<file path="src/rtl/i2c_pkg.sv">
// Shared definitions for the I2C slave receive path: FSM encoding, address
// constants and the address-match helper.
package i2c_pkg;

  localparam int unsigned I2C_ADDR_W = 7;
  localparam logic [7:0]  I2C_GENERAL_CALL = 8'h00;

  typedef enum logic [2:0] {
    ST_IDLE,
    ST_ADDR,
    ST_ADDR_ACK,
    ST_DATA,
    ST_DATA_ACK,
    ST_IGNORE
  } i2c_state_t;

  // Write to our own address, or a general call when that is enabled.
  function automatic logic addr_match(input logic [7:0]            b,
                                      input logic [I2C_ADDR_W-1:0] own,
                                      input logic                  gc_en);
    return ((b[7:1] == own) && !b[0]) || (gc_en && (b == I2C_GENERAL_CALL));
  endfunction

endpackage

</file>
<file path="src/rtl/i2c_bus_monitor.sv">
// START/STOP and scl edge detection on already-synchronised bus lines.
module i2c_bus_monitor (
  input  logic clock,
  input  logic reset,
  input  logic scl,
  input  logic sda,
  output logic start,
  output logic stop,
  output logic scl_rise,
  output logic scl_fall
);

  logic r_scl_prev;
  logic r_sda_prev;

  always_ff @(posedge clock) begin
    if (reset) begin
      r_scl_prev <= 1'b1;
      r_sda_prev <= 1'b1;
    end else begin
      r_scl_prev <= scl;
      r_sda_prev <= sda;
    end
  end

  // sda may only change meaningfully while scl is high in both samples.
  assign start    = r_scl_prev && scl && r_sda_prev && !sda;
  assign stop     = r_scl_prev && scl && !r_sda_prev && sda;
  assign scl_rise = !r_scl_prev && scl;
  assign scl_fall = r_scl_prev && !scl;

endmodule

</file>
<file path="src/rtl/i2c_slave_rx_sequencer.sv">
// I2C slave write-only receive sequencer: address decode, ACK, byte handoff.
// Define I2C_SLAVE_GENERAL_CALL_EN to also accept the general-call address.
module i2c_slave_rx_sequencer
  import i2c_pkg::*;
#(
  parameter logic [I2C_ADDR_W-1:0] SLAVE_ADDR = 7'h50
) (
  input  logic       clock,
  input  logic       reset,
  input  logic       scl,
  input  logic       sda,
  output logic       sda_drive_low,
  output logic       rd_enable,
  input  logic       rd_data,
  input  logic       rd_load,
  input  logic       rd_finish,
  input  logic       rd_error,
  output logic [7:0] data_out,
  output logic       data_valid,
  input  logic       data_ready,
  output logic       addressed,
  output logic       overrun,
  output logic       bus_error
);

`ifdef I2C_SLAVE_GENERAL_CALL_EN
  localparam logic GC_EN = 1'b1;
`else
  localparam logic GC_EN = 1'b0;
`endif

  logic       w_start;
  logic       w_stop;
  logic       w_scl_rise;
  logic       w_scl_fall;
  logic [7:0] w_byte;

  i2c_state_t r_state;
  logic [7:0] r_shift;
  logic       r_busy;
  logic       r_ack_on;
  logic       r_sda_low;
  logic       r_rd_enable;
  logic [7:0] r_data_out;
  logic       r_data_valid;
  logic       r_addressed;
  logic       r_overrun;
  logic       r_bus_error;

  i2c_bus_monitor u_mon (
    .clock    (clock),
    .reset    (reset),
    .scl      (scl),
    .sda      (sda),
    .start    (w_start),
    .stop     (w_stop),
    .scl_rise (w_scl_rise),
    .scl_fall (w_scl_fall)
  );

  // The final bit arrives together with rd_finish.
  assign w_byte = rd_load ? {r_shift[6:0], rd_data} : r_shift;

  always_ff @(posedge clock) begin
    if (reset) begin
      r_state      <= ST_IDLE;
      r_shift      <= '0;
      r_busy       <= 1'b0;
      r_ack_on     <= 1'b0;
      r_sda_low    <= 1'b0;
      r_rd_enable  <= 1'b0;
      r_data_out   <= '0;
      r_data_valid <= 1'b0;
      r_addressed  <= 1'b0;
      r_overrun    <= 1'b0;
      r_bus_error  <= 1'b0;
    end else begin
      r_rd_enable <= 1'b0;
      if (r_data_valid && data_ready)
        r_data_valid <= 1'b0;
      if (rd_load)
        r_shift <= {r_shift[6:0], rd_data};

      if (w_start || w_stop) begin
        r_state     <= w_start ? ST_ADDR : ST_IDLE;
        r_addressed <= 1'b0;
        r_shift     <= '0;
        r_busy      <= 1'b0;
        r_ack_on    <= 1'b0;
        r_sda_low   <= 1'b0;
      end else begin
        case (r_state)
          ST_ADDR, ST_DATA: begin
            if (w_scl_rise && !r_busy) begin
              r_rd_enable <= 1'b1;
              r_busy      <= 1'b1;
            end
            if (rd_error) begin
              r_bus_error <= 1'b1;
              r_sda_low   <= 1'b0;
              r_busy      <= 1'b0;
              r_rd_enable <= 1'b0;
              r_state     <= ST_IGNORE;
            end else if (rd_finish) begin
              r_busy <= 1'b0;
              if (r_state == ST_ADDR) begin
                if (addr_match(w_byte, SLAVE_ADDR, GC_EN)) begin
                  r_addressed <= 1'b1;
                  r_state     <= ST_ADDR_ACK;
                end else begin
                  r_state <= ST_IGNORE;
                end
              end else if (!r_data_valid) begin
                r_data_out   <= w_byte;
                r_data_valid <= 1'b1;
                r_state      <= ST_DATA_ACK;
              end else begin
                r_overrun <= 1'b1;
                r_state   <= ST_IGNORE;
              end
            end
          end
          ST_ADDR_ACK, ST_DATA_ACK: begin
            // First fall opens the ACK slot, the second one closes it.
            if (w_scl_fall) begin
              if (!r_ack_on) begin
                r_sda_low <= 1'b1;
                r_ack_on  <= 1'b1;
              end else begin
                r_sda_low <= 1'b0;
                r_ack_on  <= 1'b0;
                r_state   <= ST_DATA;
              end
            end
          end
          default: begin
            r_sda_low <= 1'b0;
          end
        endcase
      end
    end
  end

  assign sda_drive_low = r_sda_low;
  assign rd_enable     = r_rd_enable;
  assign data_out      = r_data_out;
  assign data_valid    = r_data_valid;
  assign addressed     = r_addressed;
  assign overrun       = r_overrun;
  assign bus_error     = r_bus_error;

endmodule

</file>
<file path="config.mk">
export PLATFORM = sky130hd
export DESIGN_NAME = i2c_slave_rx_sequencer
export DESIGN_NICKNAME = d
export VERILOG_FILES = /design/src/rtl/i2c_pkg.sv /design/src/rtl/i2c_bus_monitor.sv /design/src/rtl/i2c_slave_rx_sequencer.sv
export SDC_FILE = /design/constraint.sdc
export NUM_CORES = 1
export LEC_CHECK = 0
export CAP_MARGIN = 20
export CORE_MARGIN = 5
export CORE_UTILIZATION = 45
export DETAILED_ROUTE_END_ITERATION = 6
export HOLD_SLACK_MARGIN = 0.02
export PLACE_DENSITY = 0.73
export SLEW_MARGIN = 20
export SYNTH_ARGS = -nofsm -noshare
export SYNTH_HDL_FRONTEND = slang
export SYNTH_SLANG_ARGS = --single-unit
</file>
<file path="constraint.sdc">
create_clock -name clock -period 1.6 [get_ports clock]
set_input_delay 0.24 -clock clock [delete_from_list [all_inputs] [get_ports clock]]
set_output_delay 0.24 -clock clock [all_outputs]
set_load 0.03 [all_outputs]
</file>
==> results of run 1 <==
==> worst max-delay path, cell delays in order <==
cell             delay [ps]
clkdlybuf4s50_1         620
nor4bb_1                290
o22ai_1                 190
o211ai_1                260
a311oi_2                150
==> flip-flops by register name, indices dropped and copies added (netlist names) <==
register / cells
r_busy: 1
r_shift: 8
sda_drive_low: 1
overrun: 1
rd_enable: 1
data_valid: 1
data_out: 8
r_ack_on: 1
r_state: 3
u_mon.r_scl_prev: 1
bus_error: 1
addressed: 1
u_mon.r_sda_prev: 1
==> cells in the mapped netlist (all sizes together), types with 2 or more instances <==
library cell   n
dfxtp         29
nor2          25
mux2i          9
a211oi         8
nand2          5
nand2b         4
a21oi          3
buf            3
nor2b          3
nor3           3
or2            3
a31oi          2
and2           2
clkbuf         2
inv            2
nor3b          2
nor4           2
o21a           2
o21ai          2
xor2           2
==> cell type report <==
| class | count | area share, % |
|---|---|---|
| multi-input combinational | 96 | 36.4 |
| sequential | 29 | 32.0 |
| timing repair buffer | 47 | 23.5 |
| clock inverter | 3 | 3.58 |
| tap | 31 | 2.13 |
| clock buffer | 5 | 2.06 |
| inverter | 2 | 0.413 |
==> how the worst max path moves through the flow <==
stage	startpoint	to	slack (ps)
after floorplan	r_state[0]$_SDFFE_PP0P_	data_out[6]$_SDFFE_PP0P_	-130
after global placement	rd_error	data_out[0]$_SDFFE_PP0P_	-360
after detailed placement	rd_error	data_out[5]$_SDFFE_PP0P_	-400
after CTS	sda_drive_low$_SDFFE_PP0P_	sda_drive_low	4
after global routing	r_state[0]$_SDFFE_PP0P_	data_out[6]$_SDFFE_PP0P_	-6
final	rd_load	r_state[0]$_SDFFE_PP0P_	50
==> metal layers <==
layer  vias up  share of wire (%)  GRT usage, %
li1        566                  -             -
met1       538                 42          20.2
met2        28                 50          29.2
met3        10                4.9          6.29
met4         0                3.0          8.49
met5         -                  0             0
==> layout by cell type (no fill, tap or decap), drive strengths merged, types with 2 or more instances in the layout <==
| master | count |
|---|---|
| dfxtp | 29 |
| nor2 | 25 |
| buf | 25 |
| dlygate4sd2 | 11 |
| mux2i | 9 |
| clkdlybuf4s50 | 8 |
| a211oi | 8 |
| nand2 | 5 |
| clkbuf | 5 |
| nand2b | 4 |
| nor2b | 3 |
| nor3 | 3 |
| a21oi | 3 |
| or2 | 3 |
| dlymetal6s2s | 3 |
| nor3b | 2 |
| o21ai | 2 |
| and2 | 2 |
| xor2 | 2 |
| nor4 | 2 |
| o21a | 2 |
| inv | 2 |
| a31oi | 2 |
| bufinv | 2 |
==> metrics by stage <==
| step | hold slack, ps | std cells | setup TNS (ps) |
|---|---|---|---|
| after floorplan | 305 | 132 | -864 |
| after global placement | 449 | 201 | -4940 |
| after detailed placement | 457 | 201 | -5630 |
| after CTS | 479 | 212 | 0 |
| after global routing | 499 | 213 | -7.80 |
| final | 467 | 213 | 0 |
==> where the power goes <==
group          internal [mW]  switching (mW)  total [mW]
Clock                  0.484           0.265       0.748
Combinational          0.105           0.103       0.208
Sequential             0.737          0.0132       0.750
Total                   1.33           0.381        1.71
==> cell families (layout without fill, tap and decap cells) <==
| kind of cell | count (synthesis) | count (layout) | synth area share, % |
|---|---|---|---|
| and+or+nand+nor | 58 | 58 | 24.8 |
| DFF | 29 | 29 | 46.1 |
| AOI/OAI and AO/OA | 26 | 26 | 16.8 |
| muxes | 9 | 9 | 7.16 |
| buffers and inverters | 7 | 57 | 3.08 |
| xor gates and xnor gates | 3 | 3 | 2.09 |
==> timing repair <==
action / 4_1_cts / 5_1_grt
endpoints found under the setup margin: 19 / 7
buffers inserted: 3 / 1
gates resized for setup: 12 / 6
pin swaps: 1 / 0
==> metrics.md, run 1 <==
| Metric | Value |
|---|---|
| Outcome | `finished clean` |
| # diodes | `0` |
| # IOs | `23` |
| TritonCTS Buffers | `5` |
| Fraction of registers with async set/reset | `0%` |
| First-pass GRT wire length | `5580 um` |
| Nets | `190` |
| Crit Path Max Fanout | `7` |
| Relative slew slack | `74.5%` |
| Min-delay src | `addressed$_SDFFE_PP0P_` |
| Layout area overhead | `44.5%` |
| Initial core utilization | `46.4%` |
| Register Area | `582 um^2` |
| Hold-fix buffers, CTS | `0` |
| Arrival @ worst endpoint | `1740 ps` |
| Hold path depth | `1` |
| Input/output buffers | `22` |
| Mean Syn Cell Area | `9.54 um^2` |
| Final worst slack | `53.5 ps` |
| Clk_skew | `11.1 ps` |
| Worst reg2reg setup slack | `80 ps` |
| Yosys top cell area share | `46.1%` |
| Overflow after GRT | `0` |
| DR vias/cell | `5.36` |
| Setup crit start kind | `primary input` |
| Die area | `3950 um^2` |
| CTS clk-pin slew, worst paths | `90 ps` |
| FF-to-FF path depth | `6` |
| H-tree depth | `2` |
| Area leader, netlist | `dfxtp_1` |
| Max-slew violations | `0` |
| Setup crit end kind | `flop` |
| FP Rows | `19` |
| Number of enable flip-flop cells after synthesis | `0` |
| Reg-to-Reg Start | `r_state[0]$_SDFFE_PP0P_` |
| First-pass DRT Iterations | `4` |
| Final Power | `1.71 mW` |
| Vias in the first global route | `1208` |
| Dpl ws | `-396 ps` |
| Slew @ Worst Pin | `379 ps` |
| Detailed placement HPWL | `2300 um` |
| Pwr/cell area | `938 nW/um^2` |
| Clk_lat worst skew | `330 ps` |
| Chip width | `62.9 um` |
| Clk sinks | `29` |
| GRT Total Usage | `17.8%` |
| #FFs+latches synth | `29` |
| Post-Syn Area | `1260 um^2` |
| Worst IR Drop VDD | `1100 uV` |
| Unrepaired setup endpoints after global routing | `true` |
| Final Hold Viols | `0` |
| Root buffer cell | `clkbuf_4` |
| Fillers | `229` |
| Util after Layout | `67.1%` |
| Count of cell types in the netlist | `43` |
| Initial antenna violation count | `0` |
| Leak | `0.821 nW` |
| Hold Path Sink | `addressed$_SDFFE_PP0P_` |
| Fin crit share | `96.7%` |
| Multi-input gate area | `662 um^2` |
| Initial DRC Count | `67` |
| Max-Cap Viols | `0` |
| Synth top area cells | `dfxtp_1, mux2i_1, nor2_1, a211oi_1, a2111oi_4` |
| Syn. warnings | `0` |
| Post-synth top flop | `dfxtp_1` |
| Die H | `62.9 um` |
| Post-Syn Nets | `141` |
| Sequential element share of the synthesized area | `46.1%` |
| WL final | `3190 um` |
| Setup violations, final | `0` |
| Hold Path Class | `flop to flop` |
| R2r endpoint | `data_out[6]$_SDFFE_PP0P_` |
| CORE AREA | `2710 um^2` |
| Worst path required time | `1800 ps` |
| Share of post-route cells with drive strength above 1 | `25.8%` |
| CTS tree | `yes` |
| Final Cell Area | `1820 um^2` |
| Vias | `1142` |
| Placed instance area | `1670 um^2` |
| DRC | `0` |
| Drt wl/cell | `15.0 um` |
| CP Class | `primary input to flop` |
| Clock buffer depth | `2` |
| Pin count of the biggest net entering global routing | `14` |
| Placer Congestion | `0.929` |
| Antenna viol nets, final | `0` |
| Fmax | `647 MHz` |
| Cell count after synthesis | `132` |
| Final min period | `1550 ps` |
Note: power is estimated with default switching activity, not from simulation.
==> inputs of run 2 (changes only) <==
--- a/config.mk
+++ b/config.mk
@@ -9,6 +9,7 @@
 export CORE_MARGIN = 5
 export CORE_UTILIZATION = 45
 export DETAILED_ROUTE_END_ITERATION = 6
+export GPL_TIMING_DRIVEN = 0
 export HOLD_SLACK_MARGIN = 0.02
 export PLACE_DENSITY = 0.73
 export SLEW_MARGIN = 20
==> metrics.md, run 2 (synthesized netlist as in run 1, its figures left out) <==
| Metric | Value |
|---|---|
| Detail Route met3 WL | `165 um (was 155 um)` |
| Root buffer cell | `clkbuf_4 (unchanged)` |
| Nets | `175 (was 190)` |
| Crit-path cells | `or3b_4, a2111oi_4, buf_4, buf_6, nor2_2, a211oi_2 (was clkdlybuf4s50_1, nor4bb_1, o22ai_1, o211ai_1, a311oi_2)` |
| H-tree depth | `2 (unchanged)` |
| Clk sinks | `29 (unchanged)` |
| Fin crit share | `97.2% (was 96.7%)` |
| Crit Path Max Fanout | `5 (was 7)` |
| Leak | `0.807 nW (was 0.821 nW)` |
| Fmax | `643 MHz (was 647 MHz)` |
| TritonCTS Buffers | `5 (unchanged)` |
| Final min period | `1560 ps (was 1550 ps)` |
| Drt wl/cell | `14.4 um (was 15.0 um)` |
| Setup violations, final | `0 (unchanged)` |
| Layout area overhead | `33.4% (was 44.5%)` |
| Pin count of the biggest net entering global routing | `11 (was 14)` |
| Slew @ Worst Pin | `497 ps (was 379 ps)` |
| Final Hold Viols | `0 (unchanged)` |
| FF-to-FF path depth | `6 (unchanged)` |
| Hold path depth | `2 (was 1)` |
| Final worst slack | `44.6 ps (was 53.5 ps)` |
| First-pass GRT wire length | `4720 um (was 5580 um)` |
| Setup crit end kind | `flop (unchanged)` |
| Outcome | `finished clean (unchanged)` |
| Vias in the first global route | `1039 (was 1208)` |
| Fillers | `250 (was 229)` |
| Worst path required time | `1850 ps (was 1800 ps)` |
| Most common cell after layout, fill and taps aside | `dfxtp_1 (unchanged)` |
| # diodes | `0 (unchanged)` |
| Pwr/cell area | `848 nW/um^2 (was 938 nW/um^2)` |
| Die area | `3950 um^2 (unchanged)` |
| Vias | `1103 (was 1142)` |
| Placer Congestion | `0.899 (was 0.929)` |
| Initial DRC Count | `43 (was 67)` |
| DRC | `0 (unchanged)` |
| Clk_lat worst skew | `340 ps (was 330 ps)` |
| FP Rows | `19 (unchanged)` |
| DR vias/cell | `5.57 (was 5.36)` |
| CORE AREA | `2710 um^2 (unchanged)` |
| First-pass DRT Iterations | `4 (unchanged)` |
| Detailed placement HPWL | `2070 um (was 2300 um)` |
| Dpl ws | `-608 ps (was -396 ps)` |
| Worst IR Drop VDD | `656 uV (was 1100 uV)` |
| Chip width | `62.9 um (unchanged)` |
| Commonest non-fill, non-tap cells in the layout | `dfxtp_1, nor2_1, mux2i_1, dlygate4sd2_1, dlymetal6s2s_1 (was dfxtp_1, nor2_1, buf_4)` |
| # IOs | `23 (unchanged)` |
| CP Class | `flop to flop (was primary input to flop)` |
| Antenna viol nets, final | `0 (unchanged)` |
| Routed met2 length | `1370 um (was 1580 um)` |
| Clk_skew | `12.1 ps (was 11.1 ps)` |
| Overflow after GRT | `0 (unchanged)` |
| Arrival @ worst endpoint | `1810 ps (was 1740 ps)` |
| Max-slew violations | `0 (unchanged)` |
| Max-Cap Viols | `0 (unchanged)` |
| Hold Path Class | `primary input to flop (was flop to flop)` |
| CP peak stage delay | `390 ps (was 620 ps)` |
| Final Power | `1.42 mW (was 1.71 mW)` |
| Unrepaired setup endpoints after global routing | `true (unchanged)` |
| Input/output buffers | `22 (unchanged)` |
| GRT Total Usage | `15.0% (was 17.8%)` |
| WL met1 | `1240 um (was 1350 um)` |
| Die H | `62.9 um (unchanged)` |
| CTS tree | `yes (unchanged)` |
| Hold-fix buffers, CTS | `0 (unchanged)` |
| Max Used Layer | `met4 (unchanged)` |
| Initial antenna violation count | `0 (unchanged)` |
| Initial core utilization | `46.4% (unchanged)` |
| Relative slew slack | `66.8% (was 74.5%)` |
| CTS clk-pin slew, worst paths | `90 ps (about the same)` |
| Share of post-route cells with drive strength above 1 | `21.0% (was 25.8%)` |
| WL final | `2860 um (was 3190 um)` |
| Slowest-stage cell, CP | `or3b_4 (was clkdlybuf4s50_1)` |
| Clock buffer depth | `2 (unchanged)` |
| Setup crit start kind | `flop (was primary input)` |
run 2: routing by layer:
| metal | track usage, % | vias up |
|---|---|---|
| met5 | 0 | - |
| met4 | 7.96 | 0 |
| met3 | 5.94 | 9 |
| met2 | 24.1 | 33 |
| met1 | 16.8 | 519 |
| li1 | - | 542 |
run 2: path summary, 6_finish.rpt:
check	startpoint	end	slack, ps
setup / recovery	r_state[0]$_SDFFE_PP0P_	data_out[6]$_SDFFE_PP0P_	40
hold / removal	sda	u_mon.r_sda_prev$_SDFF_PP1_	250
setup reg to reg	r_state[0]$_SDFFE_PP0P_	data_out[6]$_SDFFE_PP0P_	40
hold reg to reg	r_busy$_SDFFE_PP0P_	rd_enable$_SDFF_PP0_	430
run 2: stage by stage:
step / cells / hold slack (ps) / util [%] / instance area [um^2] / TNS [ps]
after floorplan: 132 / 305 / - / 1260 / -864
after global placement: 185 / 405 / 56.2 / 1520 / -10190
after detailed placement: 185 / 412 / 56.2 / 1520 / -10900
after CTS: 198 / 384 / 59.8 / 1620 / -23.8
after global routing: 198 / 253 / 62.0 / 1680 / -30.1
final: 198 / 254 / 62.0 / 1680 / 0
run 2: repair_timing:
action	in CTS	in global routing
gates cloned	2	0
gates resized for setup	15	18
pin swaps	5	2
setup buffers	4	0
endpoints found under the setup margin	27	28
run 2: final cells by class:
type	instances	area (um^2)	share of cell area, %
Timing Repair Buffer	28	274	16.3
Buffer	4	27.5	1.64
Sequential cell	29	588	35.0
Tap cell	31	38.8	2.31
Inverter	2	7.51	0.447
Clock buffer	7	65.1	3.87
Clock inverter	1	5.00	0.298
Multi-Input combinational cell	96	673	40.1
run 2: worst max-delay path: cells and delay by family, from the launching register on:
kind	cells	cell delay, ps
buffers and inverters	2	330
flip-flops	1	360
AO/OA/AOI/OAI	2	340
AND/OR/NAND/NOR	2	430
run 2: report_power, final:
group	internal [mW]	total, mW	switching, mW
clock network	0.254	0.508	0.254
registers	0.735	0.750	0.0143
logic	0.0757	0.165	0.0895
total	1.07	1.42	0.358
